<file path="src/rtl/phold_pkg.sv">
// Shared phold definitions: core/table geometry defaults, history entry type and
// the encoding of the history-table scheduler FSM.
package phold_pkg;

  localparam int unsigned NUM_CORE      = 16;
  localparam int unsigned NB_COREID     = 4;
  localparam int unsigned NB_LPID       = 5;
  localparam int unsigned NB_HIST_DEPTH = 4;
  localparam int unsigned NB_HIST_ADDR  = NB_LPID + NB_HIST_DEPTH;
  localparam int unsigned HIST_WID      = 32;
  localparam int unsigned MAX_BURST     = 8;
  localparam int unsigned RD_LAT        = 1;

  typedef logic [HIST_WID-1:0] hist_entry_t;

  // Scheduler FSM encoding
  localparam logic [0:0] ST_IDLE = 1'b0;
  localparam logic [0:0] ST_OWN  = 1'b1;

endpackage

</file>
<file path="src/rtl/rr_pick.sv">
// Combinational round-robin picker. Selects the first requester strictly after
// 'last', wrapping around to index 0.
//   req      in   per-core request vector
//   last     in   index of the previous owner
//   pick_oh  out  one-hot selected core (zero when nobody requests)
//   pick_idx out  index of the selected core
//   pick_any out  at least one request present
module rr_pick #(
  parameter int unsigned NUM_CORE  = phold_pkg::NUM_CORE,
  parameter int unsigned NB_COREID = phold_pkg::NB_COREID
) (
  input  logic [NUM_CORE-1:0]  req,
  input  logic [NB_COREID-1:0] last,
  output logic [NUM_CORE-1:0]  pick_oh,
  output logic [NB_COREID-1:0] pick_idx,
  output logic                 pick_any
);

  int unsigned cand;

  always_comb begin
    pick_any = 1'b0;
    pick_idx = '0;
    pick_oh  = '0;
    cand     = 0;
    // Scan last+1 .. last+NUM_CORE so 'last' itself is considered last.
    for (int unsigned k = 1; k <= NUM_CORE; k++) begin
      cand = (32'(last) + k) % NUM_CORE;
      if (!pick_any && req[NB_COREID'(cand)]) begin
        pick_any = 1'b1;
        pick_idx = NB_COREID'(cand);
      end
    end
    if (pick_any) pick_oh[pick_idx] = 1'b1;
  end

endmodule

</file>
<file path="src/rtl/hist_table_sched.sv">
// History table scheduler: time-multiplexes the single-port history table among
// the phold cores with burst-aware round-robin ownership. The owner issues
// back-to-back accesses; reads return to the issuing core via a latency pipe.
// Optional statistics are enabled by defining HIST_SCHED_STATS_EN.
//   clk, rst_n         clock, asynchronous active-low reset
//   req/wr_en          per-core request level and write(1)/read(0) qualifier
//   addr/wdata         per-core packed address / write data (core i at slice i)
//   gnt                one-hot owner; an access issues on cycles with req&gnt
//   rd_vld/rd_data     one-hot read return strobe and broadcast read data
//   tbl_we/addr/din    table command, combinational from the owner's slice
//   tbl_dout           table read data, RD_LAT cycles after issue
//   busy               a core owns the table
//   stat_access/wait/preempt (HIST_SCHED_STATS_EN only) saturating counters
module hist_table_sched #(
  parameter int unsigned NUM_CORE     = phold_pkg::NUM_CORE,
  parameter int unsigned NB_COREID    = phold_pkg::NB_COREID,
  parameter int unsigned NB_HIST_ADDR = phold_pkg::NB_HIST_ADDR,
  parameter int unsigned HIST_WID     = phold_pkg::HIST_WID,
  parameter int unsigned MAX_BURST    = phold_pkg::MAX_BURST,
  parameter int unsigned RD_LAT       = phold_pkg::RD_LAT
) (
  input  logic                             clk,
  input  logic                             rst_n,
  input  logic [NUM_CORE-1:0]              req,
  input  logic [NUM_CORE-1:0]              wr_en,
  input  logic [NUM_CORE*NB_HIST_ADDR-1:0] addr,
  input  logic [NUM_CORE*HIST_WID-1:0]     wdata,
  output logic [NUM_CORE-1:0]              gnt,
  output logic [NUM_CORE-1:0]              rd_vld,
  output logic [HIST_WID-1:0]              rd_data,
  output logic                             tbl_we,
  output logic [NB_HIST_ADDR-1:0]          tbl_addr,
  output logic [HIST_WID-1:0]              tbl_din,
  input  logic [HIST_WID-1:0]              tbl_dout,
  output logic                             busy
`ifdef HIST_SCHED_STATS_EN
  ,
  output logic [31:0]                      stat_access,
  output logic [31:0]                      stat_wait,
  output logic [15:0]                      stat_preempt
`endif
);

  import phold_pkg::*;

  localparam int unsigned NB_BURST = (MAX_BURST > 1) ? $clog2(MAX_BURST) : 1;

  logic [0:0]           state_q, state_d;
  logic [NUM_CORE-1:0]  gnt_q, gnt_d;
  logic [NB_COREID-1:0] last_q, last_d;   // doubles as the current owner in ST_OWN
  logic [NB_BURST-1:0]  burst_q, burst_d;

  logic [NUM_CORE-1:0]  pick_oh;
  logic [NB_COREID-1:0] pick_idx;
  logic                 pick_any;

  logic req_own, wr_own, issue, others, burst_last, preempt;

  rr_pick #(
    .NUM_CORE  (NUM_CORE),
    .NB_COREID (NB_COREID)
  ) u_rr_pick (
    .req      (req),
    .last     (last_q),
    .pick_oh  (pick_oh),
    .pick_idx (pick_idx),
    .pick_any (pick_any)
  );

  // Owner slice mux; constant slice indices keep the select simple.
  always_comb begin
    tbl_addr = '0;
    tbl_din  = '0;
    wr_own   = 1'b0;
    for (int i = 0; i < int'(NUM_CORE); i++) begin
      if (last_q == NB_COREID'(i)) begin
        tbl_addr = addr[i*NB_HIST_ADDR +: NB_HIST_ADDR];
        tbl_din  = wdata[i*HIST_WID +: HIST_WID];
        wr_own   = wr_en[i];
      end
    end
  end

  assign req_own    = req[last_q];
  assign issue      = (state_q == ST_OWN) && req_own;
  assign others     = |(req & ~gnt_q);
  assign burst_last = (burst_q == NB_BURST'(MAX_BURST - 1));
  assign preempt    = issue && burst_last && others;
  assign tbl_we     = issue && wr_own;

  always_comb begin
    state_d = state_q;
    gnt_d   = gnt_q;
    last_d  = last_q;
    burst_d = burst_q;
    case (state_q)
      ST_IDLE: begin
        if (pick_any) begin
          state_d = ST_OWN;
          gnt_d   = pick_oh;
          last_d  = pick_idx;
          burst_d = '0;
        end
      end
      ST_OWN: begin
        if (!req_own || preempt) begin
          state_d = ST_IDLE;
          gnt_d   = '0;
        end else if (!burst_last) begin
          // Saturates so a lone owner keeps the table indefinitely.
          burst_d = burst_q + 1'b1;
        end
      end
      default: state_d = ST_IDLE;
    endcase
  end

  always_ff @(posedge clk or negedge rst_n) begin
    if (!rst_n) begin
      state_q <= ST_IDLE;
      gnt_q   <= '0;
      last_q  <= NB_COREID'(NUM_CORE - 1);
      burst_q <= '0;
    end else begin
      state_q <= state_d;
      gnt_q   <= gnt_d;
      last_q  <= last_d;
      burst_q <= burst_d;
    end
  end

  assign gnt  = gnt_q;
  assign busy = (state_q == ST_OWN);

  // Read return pipe: {valid, core id} per issued read, independent of ownership
  // so reads issued right before a handover still return to their issuer.
  logic [RD_LAT-1:0]                pipe_vld_q;
  logic [RD_LAT-1:0][NB_COREID-1:0] pipe_id_q;

  always_ff @(posedge clk or negedge rst_n) begin
    if (!rst_n) begin
      pipe_vld_q <= '0;
      pipe_id_q  <= '0;
    end else begin
      pipe_vld_q[0] <= issue && !wr_own;
      pipe_id_q[0]  <= last_q;
      for (int i = 1; i < int'(RD_LAT); i++) begin
        pipe_vld_q[i] <= pipe_vld_q[i-1];
        pipe_id_q[i]  <= pipe_id_q[i-1];
      end
    end
  end

  always_comb begin
    rd_vld = '0;
    if (pipe_vld_q[RD_LAT-1]) rd_vld[pipe_id_q[RD_LAT-1]] = 1'b1;
  end

  assign rd_data = pipe_vld_q[RD_LAT-1] ? tbl_dout : '0;

`ifdef HIST_SCHED_STATS_EN
  logic [31:0] stat_access_q, stat_wait_q;
  logic [15:0] stat_preempt_q;

  always_ff @(posedge clk or negedge rst_n) begin
    if (!rst_n) begin
      stat_access_q  <= '0;
      stat_wait_q    <= '0;
      stat_preempt_q <= '0;
    end else begin
      if (issue && (stat_access_q != '1))    stat_access_q  <= stat_access_q + 1'b1;
      if (others && (stat_wait_q != '1))     stat_wait_q    <= stat_wait_q + 1'b1;
      if (preempt && (stat_preempt_q != '1)) stat_preempt_q <= stat_preempt_q + 1'b1;
    end
  end

  assign stat_access  = stat_access_q;
  assign stat_wait    = stat_wait_q;
  assign stat_preempt = stat_preempt_q;
`endif

endmodule

</file>
<file path="config.mk">
export PLATFORM = sky130hd
export DESIGN_NAME = hist_table_sched
export DESIGN_NICKNAME = d
export VERILOG_FILES = /design/src/rtl/phold_pkg.sv /design/src/rtl/rr_pick.sv /design/src/rtl/hist_table_sched.sv
export SDC_FILE = /design/constraint.sdc
export NUM_CORES = 1
export LEC_CHECK = 0
export ABC_AREA = 1
export CORE_AREA = 4 4 324 326
export DETAILED_ROUTE_END_ITERATION = 10
export DIE_AREA = 0 0 328 330
export HOLD_SLACK_MARGIN = 0.05
export PLACE_DENSITY = 0.33
export SYNTH_ARGS = -nofsm -noshare
export SYNTH_HDL_FRONTEND = slang
export SYNTH_HIERARCHICAL = 1
export SYNTH_SLANG_ARGS = --single-unit
</file>
<file path="constraint.sdc">
create_clock -name clk -period 9 [get_ports clk]
set_clock_uncertainty 0.05 [all_clocks]
set_input_delay 0.9 -clock clk [delete_from_list [all_inputs] [get_ports clk]]
set_output_delay 0.9 -clock clk [all_outputs]
set_load 0.03 [all_outputs]
</file>
# Yosys cells after proc, flatten, opt, wreduce, memory -nomap -nowiden

Index checks and enable logic that the tools add are counted.

Output and inout bits: 107
Bits in registers: 29
Word-level logic and storage cells: 242

Mux-type cells: 130
Eq/ne operators: 20
Reduce and logical (&&, ||, !) cells: 45
Magnitude comparators: 21
Bitwise operators: 3
Add/subtract/negate cells: 17

Operators by type and width:

| cell                | count |
|---|---|
| $mux 32             | 17 |
| $mux 9              | 16 |
| $lt 4x5->1 const B  | 19 |
| $bmux 1 s4          | 17 |
| $mux 4              | 16 |
| $mux 1              | 53 |
| $mux 16             | 3 |
| $add 4x4->4 const B | 8 |
| $eq 4x4->1 const B  | 8 |
| $pmux 16 s2         | 1 |
| $logic_and 1x1->1   | 22 |
| $logic_not 1->1     | 17 |
| $add 4x3->4 const B | 4 |
| $and 16x16->16      | 1 |
| $eq 4x3->1 const B  | 4 |
| $not 16->16         | 1 |
| $reduce_or 16->1    | 1 |
| $mux 3              | 3 |
| $add 4x1->4 const B | 2 |
| $add 4x2->4 const B | 2 |
| $demux 1 s4         | 2 |
| $eq 4x2->1 const B  | 2 |
| $ge 4x1->1 const B  | 2 |
| $ne 2x2->1 const B  | 3 |
| other kinds (11)    | 12 |

# Logic depth before layout (Yosys ltp)

Gate-level depths: netlist of the first run.

Word-level depth: 55
Depth in mapped cells: 26
Gate-level depth less buffers: 26

# By module

Netlist of the first run, hierarchy kept.

By module, submodules not included:

| module           | times used | area each (um^2) | cells an instance |
|---|---|---|---|
| hist_table_sched | 1          | 6901.6           | 1445 |
| rr_pick          | 1          | 1969.4           | 387 |

# Worst setup path after synthesis of the first run

Ideal clock, no wire load.

Path kind: register to register
From: register last_q[1]
To: register burst_q[1]
Path slack: 5.061 ns
Cell stages (with the launch flop): 22
Data required time: 8.824 ns
Clock period less this slack: 3.939 ns
Arrival: 3.762 ns
Cells stage by stage: dfstp_2 inv_1 buf_2 ha_1 inv_1 buf_2 nand3_1 nand3_1 nand2_1 o21ai_2 nand4_4 nor2_4 nand3_2 nor3_4 nand3_2 nor2_4 nand4_1 clkbuf_1 nand2_1 nand2_1 nand2_1 o21ai_0

Word-level cells in the longest chain between the ends: 51
Elaborated cells between the ends (all ways): 104
Classes of those cells: 16 x add/sub; 2 x eq/ne; 50 x mux; 36 x reduce/logical

Ends and longest elaborated chain:

| what                                | line                    | RTL |
|---|---|---|
| start: declaration                  | hist_table_sched.sv:50  | `logic [NB_COREID-1:0] last_q, last_d;` |
| start signal: assignment            | hist_table_sched.sv:122 | `last_q <= NB_COREID'(NUM_CORE - 1);` |
| start signal: assignment            | hist_table_sched.sv:127 | `last_q <= last_d;` |
| $add 4x1->4                         | rr_pick.sv:28           | `cand = (32'(last) + k) % NUM_CORE;` |
| $bmux 1 s4                          | rr_pick.sv:29           | `if (!pick_any && req[NB_COREID'(cand)]) begin` |
| $mux 1 (not written as such)        | rr_pick.sv:29           |  |
| $mux 1                              | rr_pick.sv:29           |  |
| $logic_not 1->1                     | rr_pick.sv:29           |  |
| $logic_and 1x1->1                   | rr_pick.sv:29           |  |
| $mux 1                              | rr_pick.sv:29           |  |
| $logic_not 1->1                     | rr_pick.sv:29           |  |
| [36 not listed]                     | --                      |  |
| $logic_and 1x1->1                   | rr_pick.sv:29           |  |
| $mux 1                              | rr_pick.sv:29           |  |
| $logic_not 1->1                     | rr_pick.sv:29           |  |
| $logic_and 1x1->1                   | rr_pick.sv:29           |  |
| $mux 1 *                            | rr_pick.sv:29           |  |
| named net pick_any                  | hist_table_sched.sv:55  | `logic pick_any;` |
| $ne 2x2->1 (no source line) *       | --                      |  |
| $reduce_and 3->1 (no source line) * | --                      |  |
| end signal: assignment              | hist_table_sched.sv:128 | `burst_q <= burst_d;` |
| end: declaration                    | hist_table_sched.sv:51  | `logic [NB_BURST-1:0] burst_q, burst_d;` |

The timed path passes the listed nets; every way through them passes the cells marked *. The select of a mux whose other input is x is not followed.
A chain may end at the register's enable or synchronous reset.

# Final worst setup path of the first run

From: register last_q[1]
To: register gnt_q[3] (netlist: gnt[3])

Elaborated cells between the ends (all ways): 127
Classes of those cells: 16 x add/sub; 2 x order compare; 2 x eq/ne; 70 x mux; 37 x reduce/logical

RTL lines:

| what                                | line                    | RTL |
|---|---|---|
| $add 4x1->4                         | rr_pick.sv:28           |  |
| $bmux 1 s4                          | rr_pick.sv:29           |  |
| $mux 1 (not written as such)        | rr_pick.sv:29           |  |
| $mux 1                              | rr_pick.sv:29           |  |
| $logic_not 1->1                     | rr_pick.sv:29           |  |
| $logic_and 1x1->1                   | rr_pick.sv:29           |  |
| $mux 1                              | rr_pick.sv:29           |  |
| $logic_not 1->1                     | rr_pick.sv:29           |  |
| [36 not listed]                     | --                      |  |
| $logic_and 1x1->1                   | rr_pick.sv:29           |  |
| $mux 1                              | rr_pick.sv:29           |  |
| $logic_not 1->1                     | rr_pick.sv:29           |  |
| $logic_and 1x1->1                   | rr_pick.sv:29           |  |
| $mux 1 *                            | rr_pick.sv:29           |  |
| named net pick_any                  | hist_table_sched.sv:55  |  |
| $ne 2x2->1 (no source line) *       | --                      |  |
| $reduce_and 2->1 (no source line) * | --                      |  |
| end signal: assignment              | hist_table_sched.sv:126 | `gnt_q <= gnt_d;` |
| end: declaration                    | hist_table_sched.sv:49  | `logic [NUM_CORE-1:0] gnt_q, gnt_d;` |

Marks and branches as above.

==> results.md, run 1 <==
* Outcome: finished, final reports clean
* First-pass GRT wire length at 130 mm
* Drt initial violations at 894
* DP Area at 0.0187 mm2
* Worst setup margin at 2.83 ns
* Initial antenna violation count at 35
* Commonest cells after routing, fill and taps aside: clkdlybuf4s50_1 (828), nand2_1 (759), inv_1 (183), nand3_1 (182), nor2_1 (165)
* CTS resizes at 0
* GP Congestion at 0.867
* Clock Latency Late Sink at 0.28 ns
* Part of the Yosys area used for sequential elements at 8.24%
* GRT overflow at 0
* Slew margin rel. at 28.4%
* Synth Register Bits at 29
* WL final at 99.7 mm
* Synth warn at 6
* Setup bufs post-CTS at 0
* Yosys top cell by area: nand2_1
* Port-buffer cells at 828
* # fillers at 11880
* Setup TNS at 0 ns
* Max Slew Vio Count at 0
* First-pass detailed-route iteration total at 5
* Die outline height at 330 um
* Max Cap Violations at 0
* Crit-path max FO at 23
* Final hold violation count at 0
* Core Util, Final at 18.6%
* CTS Root Buffer Type: clkbuf_16
* Fmax at 0.162 GHz
* Hold Buf Count CTS at 0
* # DRC at 0
* Share of cells above drive strength 1 at 5.65%
* Hold crit path type: flip-flop to flip-flop
* Fin crit share at 68.6%
* Critical path arrival at 6.34 ns
* Layout area overhead at 113%
* Mapped Nets at 2564
* Count of different cell masters after synthesis at 43
* CP Launch Type: flip-flop
* Crit path kind: flip-flop to flip-flop
* Post-DR wirelength/cell at 25.0 um
* Setup-failing EPs final at 0
* Largest net degree at the start of global routing at 44
* Final ANT Viol Nets at 0
* Maximum vdd drop at 204 uV
* CTS tree: built
* Clock sinks at 29
* Setup crit end kind: flip-flop
* Top post-synthesis cells by area: nand2_1 (32%), nand3_1 (10%), nand4_1 (8.1%)
* Synthesized instance count at 1832
* Final nets at 3335
* Post-Syn Area at 0.00887 mm2
* Via count of the first global-routing pass at 15144
* TritonCTS Buffers at 5
* Avg Inst Size Synth at 4.84 um2
* Initial Utilization at 8.72%
* RSZ-0062 raised after global routing: no
* Io pins at 829
* Via count at 14948
* CTS clk-pin slew, worst paths at 0.05 ns
* Max Buffers Root-to-Sink at 2
* WP data required at 9.17 ns
* Layout Cell Area excl Fill at 0.0189 mm2
* Top cell type's share of synthesized area at 32.1%
* PD cells at 330 mW/mm2
* Tmin final at 6.17 ns
* Die footprint at 0.108 mm2
* Dpl hpwl at 85.4 mm
* Vias per inst at 3.75
* Htree depth at 2
* Worst slew pin tran at 1.06 ns
* Most common cell after layout, fill and taps aside: clkdlybuf4s50_1
* DP Worst Slack at 2.90 ns
* Total track usage at 17.2%
* Core Area at 0.102 mm2
* Die width at 328 um
* Setup slack, reg-to-reg at 2.83 ns
* Row Count at 117
* Lkg Pwr at 0.00779 uW
-- critical path, cell delays in order, from the launching register on --
cell	delay [ns]
dfstp_2	0.87
inv_1	0.47
ha_1	0.59
inv_1	0.46
nand3_1	0.20
nand3_1	0.14
nand2_1	0.06
nand2_1	0.11
nand2_2	0.12
nor2_8	0.18
nand4_4	0.13
nor2_4	0.13
nand3_2	0.12
nor3_4	0.22
nand3_2	0.13
nor2_4	0.22
nand4_1	0.75
o21ai_2	0.93
nand2_1	0.12
nand2_1	0.09
-- Yosys cell counts (all sizes together) --
| master | number |
|---|---|
| a21oi | 95 |
| buf | 38 |
| clkbuf | 46 |
| clkinv | 4 |
| dfrtp | 25 |
| dfstp | 4 |
| ha | 10 |
| inv | 197 |
| nand2 | 772 |
| nand3 | 186 |
| nand3b | 5 |
| nand4 | 117 |
| nor2 | 187 |
| nor3 | 29 |
| nor3b | 1 |
| nor4 | 2 |
| o2111ai | 1 |
| o21a | 1 |
| o21ai | 20 |
| o21bai | 1 |
| o22ai | 16 |
| or2 | 67 |
| xnor2 | 2 |
| xor2 | 6 |
-- logic make-up (layout without fill, tap and decap cells) --
| group | Yosys count | count (layout) | share of synthesized area, % |
|---|---|---|---|
| adder cells (fa/ha/maj) | 10 | 10 | 1.41 |
| AND/OR/NAND/NOR | 1366 | 1366 | 68.5 |
| XOR/XNOR | 8 | 8 | 1.09 |
| flip-flops | 29 | 29 | 8.24 |
| buffers and inverters | 285 | 1056 | 12.8 |
| other | 0 | 14 | 0 |
| AO/OA/AOI/OAI | 134 | 134 | 8.01 |
-- cell type report --
cell class	count	area, um2	area share, %
Antenna cell	14	35.0	0.185
Sequential cell	29	731	3.86
Clock inverter	2	35.0	0.185
Timing Repair Buffer	848	8440	44.6
Multi-Input combinational cell	1518	7080	37.5
Tap cell	1368	1710	9.05
Inverter	201	756	4.00
Clock buffer	5	125	0.661
-- power by group --
group          leakage, uW  internal, uW  switching (uW)
Clock            0.0000797           128            64.6
Combinational      0.00734          1820            3960
Sequential        0.000373           179            95.7
-- layer usage --
metal / up-vias / wire, um / share of wire [%] / GRT usage, %
li1: 7409 / - / - / -
met1: 6829 / 45100 / 45 / 23.2
met2: 645 / 46700 / 47 / 29.1
met3: 47 / 7360 / 7.4 / 4.30
met4: 18 / 378 / 0.38 / 0.845
met5: - / 122 / 0.12 / 0
-- through the flow --
step                      cells  hold WS, ns  total power [uW]
after CTS                  3971        0.447              6360
after floorplan            1832        0.367              3520
final                      3985        0.441              6250
after global routing       3973        0.464              6830
after detailed placement   3964        0.434              6130
after global placement     3964        0.429              6200
-- worst paths after layout --
path | start | endpoint | cells past startpoint
max | last_q[1] | gnt[3] | 19
min | burst_q[1] | burst_q[1] | 2
max reg2reg | last_q[1] | gnt[3] | 19
min reg2reg | burst_q[1] | burst_q[1] | 2
max in group asynchronous | rst_n | last_q[2] | 2
min in group asynchronous | rst_n | gnt[5] | 2
-- registers in the layout (all words and copies together) (netlist names) --
name	cells
burst_q	3
busy	1
gnt	16
last_q	4
pipe_id_q	4
pipe_vld_q	1
Power figures use the tool's default switching activity.
==> run 2, diff against run 1 <==
--- a/config.mk
+++ b/config.mk
@@ -6,9 +6,9 @@
 export NUM_CORES = 1
 export LEC_CHECK = 0
 export ABC_AREA = 1
-export CORE_AREA = 4 4 324 326
+export CORE_AREA = 4 4 325 327
 export DETAILED_ROUTE_END_ITERATION = 10
-export DIE_AREA = 0 0 328 330
+export DIE_AREA = 0 0 329 331
 export HOLD_SLACK_MARGIN = 0.05
 export PLACE_DENSITY = 0.33
 export SYNTH_ARGS = -nofsm -noshare
==> constraint.sdc (replaced) <==
create_clock -name clk -period 6.01 [get_ports clk]
set_clock_uncertainty 0.05 [all_clocks]
set_input_delay 0.601 -clock clk [delete_from_list [all_inputs] [get_ports clk]]
set_output_delay 0.601 -clock clk [all_outputs]
set_load 0.03 [all_outputs]
==> run 2 against run 1 <==
- sequential share of layout area about the same
- cell count grew 0.63%
- die area rose by 0.61%
- via count increased by 0.60%
- critical path type is now flip-flop to output port
- largest cell class unchanged
- highest routed layer unchanged
==> results.md, run 2 (same netlist as run 1, synthesis figures left out) <==
* Clock Latency Late Sink at 0.28 ns
* CP Launch Type: flip-flop
* Total track usage at 17.1%
* Die width at 329 um
* Io pins at 829
* Hold crit path type: flip-flop to flip-flop
* Max Slew Vio Count at 0
* Htree depth at 2
* Largest register FFs at 16
* GRT overflow at 0
* Hold Buf Count CTS at 0
* Final ANT Viol Nets at 0
* CTS resizes at 0
* CTS tree: built
* Most common cell after layout, fill and taps aside: clkdlybuf4s50_1
* Drt initial violations at 989
* Initial antenna violation count at 30
* TritonCTS Buffers at 5
* WP buf/inv at 2
* Maximum vdd drop at 315 uV
* Setup TNS at 0 ns
* Initial Utilization at 8.62%
* Most used cell, CP: nand2_1
* Port-buffer cells at 828
* Via count of the first global-routing pass at 14976
* Commonest cells after routing, fill and taps aside: clkdlybuf4s50_1 (828), nand2_1 (759), inv_1 (183), nand3_1 (182), nor2_1 (165)
* First-pass detailed-route iteration total at 5
* CTS Root Buffer Type: clkbuf_16
* Vias per inst at 3.75
* WP data required at 5.36 ns
* Dpl hpwl at 87.4 mm
* Crit-path max FO at 26
* First-pass GRT wire length at 130 mm
* Post-DR wirelength/cell at 25.1 um
* Largest net degree at the start of global routing at 44
* Critical path arrival at 4.31 ns
* Layout area overhead at 115%
* Outcome: finished, final reports clean
* Delay-heaviest family, CP: simple AND/OR/NAND/NOR gates
* Lkg Pwr at 0.00788 uW
* WL final at 101 mm
* Row Count at 118
* Tmin final at 4.96 ns
* Critical path's slowest cell: dfstp_2
* # fillers at 11977
* Via count at 15037
* Setup-failing EPs final at 0
* Crit path kind: flip-flop to output port
* RSZ-0062 raised after global routing: no
* Die footprint at 0.109 mm2
* Slew margin rel. at 38.2%
* # DRC at 0
* Setup bufs post-CTS at 0
* Placed Instances at 3992
* Fmax at 0.202 GHz
* Clock sinks at 29
* Max Buffers Root-to-Sink at 2
* Final hold violation count at 0
* Hold slack at 0.454 ns
* Final nets at 3351
* Fin crit share at 82.5%
* Share of cells above drive strength 1 at 6.26%
* Max Cap Violations at 0
* Setup crit end kind: output port
* Worst path max stage delay at 0.84 ns
* Die outline height at 331 um
* CTS clk-pin slew, worst paths at 0.06 ns
* Core Area at 0.103 mm2
* Worst slew pin tran at 0.926 ns
* Finished Layout Cells at 4010
* GP Congestion at 0.869
* CP Cell Sequence: nand2_1, nor2_4, buf_4, a21oi_1, nand4_1, o21ai_1, nand3_1, nor2_1, nand4_1, nand2_1, nand2_1, clkdlybuf4s50_1
* PD cells at 497 mW/mm2
==> run 2: area by class of cell <==
| type | count | area [um2] | area share, % |
|---|---|---|---|
| clock buffers | 6 | 139 | 0.728 |
| repair buffers | 864 | 8580 | 45.0 |
| flip-flops and latches | 29 | 731 | 3.83 |
| clock inverters | 2 | 37.5 | 0.197 |
| diodes | 10 | 25.0 | 0.131 |
| multi-input cells | 1518 | 7080 | 37.1 |
| well taps | 1380 | 1730 | 9.05 |
| inverters | 201 | 756 | 3.96 |
==> run 2: worst min-delay path, stage by stage, from the launching register on <==
cell	delay (ns)
dfrtp_1	0.35
nand2_1	0.05
o21ai_0	0.06
==> run 2: worst paths after layout <==
| kind | from | endpoint | slack, ns | depth (start not counted) |
|---|---|---|---|---|
| hold reg to reg | burst_q[1] | burst_q[1] | 0.45 | 2 |
| setup / recovery | last_q[2] | tbl_din[0] | 1.05 | 12 |
| setup reg to reg | last_q[0] | gnt[0] | 1.33 | 21 |
| hold / removal | burst_q[1] | burst_q[1] | 0.45 | 2 |
| min in group asynchronous | rst_n | gnt[0] | 0.68 | 2 |
| max in group asynchronous | rst_n | last_q[2] | 4.88 | 2 |
==> run 2: through the flow <==
stage | total power [uW] | worst slack [ns] | cell area, um2 | utilization, %
after detailed placement | 9240 | 0.987 | 18900 | 18.3
final | 9480 | 1.05 | 19100 | 18.5
after global routing | 10300 | 0.541 | 19100 | 18.5
after global placement | 9310 | 1.05 | 18900 | 18.3
after floorplan | 5270 | 2.07 | 8870 | -
after CTS | 9590 | 0.671 | 19100 | 18.5
==> run 2: power by group <==
part | switching (uW) | leakage, uW | internal (uW) | total [uW]
clock | 101 | 0.0000831 | 207 | 308
sequential | 96.4 | 0.000373 | 267 | 364
combinational | 6020 | 0.00743 | 2790 | 8810
==> run 2: metal layers <==
metal	track usage, %	share of wire (%)	routed length (um)	vias up
li1	-	-	-	7434
met3	3.73	7.0	7080	48
met5	0	0.10	103	-
met4	1.08	0.55	551	16
met1	23.7	46	46300	6918
met2	28.5	46	46600	621
==> run 3, diff against run 2 <==
==> constraint.sdc (replaced) <==
create_clock -name clk -period 5.02 [get_ports clk]
set_clock_uncertainty 0.05 [all_clocks]
set_input_delay 0.502 -clock clk [delete_from_list [all_inputs] [get_ports clk]]
set_output_delay 0.502 -clock clk [all_outputs]
set_load 0.03 [all_outputs]
==> run 3 against run 2 <==
- first-iteration DRC count down 4.2%
- sequential share of layout area about the same
- sequential power up 24%
- critical endpoint is now tbl_din[2]
- largest power group unchanged
==> results.md, run 3 (same netlist as run 1, synthesis figures left out) <==
* Worst slew pin tran at 1.04 ns
* Die width at 329 um
* Drt initial violations at 947
* PD cells at 613 mW/mm2
* Slew margin rel. at 30.1%
* Via count of the first global-routing pass at 15089
* CP Launch Type: flip-flop
* Hold crit path type: flip-flop to flip-flop
* Setup-failing EPs final at 0
* Die outline height at 331 um
* Via count at 15150
* Initial antenna violation count at 29
* Vias per inst at 3.75
* Fin crit share at 96.0%
* CTS clk-pin slew, worst paths at 0.06 ns
* Final nets at 3383
* Initial Utilization at 8.62%
* TritonCTS Buffers at 5
* Outcome: finished, final reports clean
* # DRC at 0
* Worst path max stage delay at 0.63 ns
* Hold slack at 0.451 ns
* Delay-heaviest family, CP: simple AND/OR/NAND/NOR gates
* DP Area at 0.0192 mm2
* Largest net degree at the start of global routing at 44
* GP Congestion at 0.848
* Max Slew Vio Count at 0
* Row Count at 118
* Htree depth at 2
* Final hold violation count at 0
* CP Cell Sequence: buf_4, nor2_1, nand2_1, inv_1, buf_4, nand2_1, nand2_1, a21oi_1, nand4_1, nand2_1, nand4_1, nor2_1, nand4_1, nand2_1, nand2_1, clkdlybuf4s50_1
* Layout Cell Area excl Fill at 0.0194 mm2
* Share of cells above drive strength 1 at 7.50%
* Die footprint at 0.109 mm2
* Critical path arrival at 4.27 ns
* Most used cell, CP: nand2_1
* # fillers at 12002
* WP data required at 4.47 ns
* CTS Root Buffer Type: clkbuf_16
* Most common cell after layout, fill and taps aside: clkdlybuf4s50_1
* Setup TNS at 0 ns
* Lkg Pwr at 0.00806 uW
* Total track usage at 17.0%
* WP buf/inv at 4
* CTS tree: built
* Tmin final at 4.82 ns
* Core Area at 0.103 mm2
* Fmax at 0.207 GHz
* Setup crit end kind: output port
* Max Cap Violations at 0
* Hold Buf Count CTS at 0
* Clock Latency Late Sink at 0.29 ns
* Commonest cells after routing, fill and taps aside: clkdlybuf4s50_1 (825), nand2_1 (759), inv_1 (183), nand3_1 (182), nor2_1 (165)
* Dpl hpwl at 86.7 mm
* Crit-path max FO at 18
* Port-buffer cells at 828
* Critical path's slowest cell: dfstp_2
* RSZ-0062 raised after global routing: no
* First-pass detailed-route iteration total at 7
* Io pins at 829
* GRT overflow at 0
* First-pass GRT wire length at 129 mm
* Max Buffers Root-to-Sink at 2
* Maximum vdd drop at 439 uV
* Clock sinks at 29
* Final ANT Viol Nets at 0
* Post-DR wirelength/cell at 24.7 um
* Largest register FFs at 16
* Layout area overhead at 119%
* Crit path kind: flip-flop to output port
* WL final at 99.8 mm
-- run 3: repair_timing --
action | 4_1_cts | 5_1_grt
buffers inserted | 0 | 1
endpoints found under the setup margin | 0 | 7
gates resized for setup | 0 | 1
-- run 3: worst reg2reg max path, cell delays in order, from the launching register on --
cell,delay (ns)
dfstp_2,0.77
inv_1,0.20
ha_1,0.47
buf_4,0.21
nand3_1,0.15
nand3_1,0.12
nand2_1,0.08
nand2_1,0.11
nand2_2,0.13
nor2_8,0.17
nand4_4,0.11
nor2_4,0.12
nand3_2,0.13
nor2_2,0.14
nand2_1,0.11
nor2_2,0.15
nand3_1,0.11
nor2_2,0.18
nand2_1,0.11
nand4_1,0.20
nand2_1,0.19
nor2_1,0.12
nand3_1,0.10
nand2_1,0.09
-- run 3: area by class of cell --
type                    instances  area [um2]  share of cell area [%]
repair buffers                896        8900                    45.9
clock buffers                   6         139                   0.716
clock inverters                 2        37.5                   0.193
flip-flops and latches         29         734                    3.79
diodes                          8        20.0                   0.103
multi-input cells            1518        7080                    36.5
inverters                     201         756                    3.90
well taps                    1380        1730                    8.90
-- run 3: routing by layer --
layer / vias to the layer above / global-route usage (%) / wire (um)
met5: - / 0 / 81
met1: 6916 / 23.6 / 46100
met3: 52 / 3.81 / 7080
li1: 7491 / - / -
met2: 679 / 28.0 / 45900
met4: 12 / 1.16 / 580
-- run 3: through the flow --
stage	total power, uW	utilization (%)	cells	setup WS [ns]
2_1_floorplan	6310	-	1832	1.08
3_3_place_gp	11700	18.7	4023	0.381
3_5_place_dp	11600	18.7	4023	0.359
4_1_cts	12000	18.8	4031	0.0390
5_1_grt	13000	18.8	4033	0.00348
6_report	11900	18.9	4040	0.200
-- run 3: worst paths after layout --
kind | from | depth (start not counted) | slack [ns] | to
worst max-delay path | last_q[0] | 16 | 0.20 | tbl_din[2]
worst min-delay path | burst_q[2] | 2 | 0.45 | burst_q[2]
worst max register to register | last_q[1] | 23 | 0.63 | gnt[12]
worst min register to register | burst_q[2] | 2 | 0.45 | burst_q[2]
max in group asynchronous | rst_n | 2 | 3.99 | last_q[3]
min in group asynchronous | rst_n | 2 | 0.56 | gnt[5]
-- run 3: report_power, final --
part	switching, uW	internal, uW
Clock	126	248
Sequential	130	324
Combinational	7320	3750
Total	7580	4320
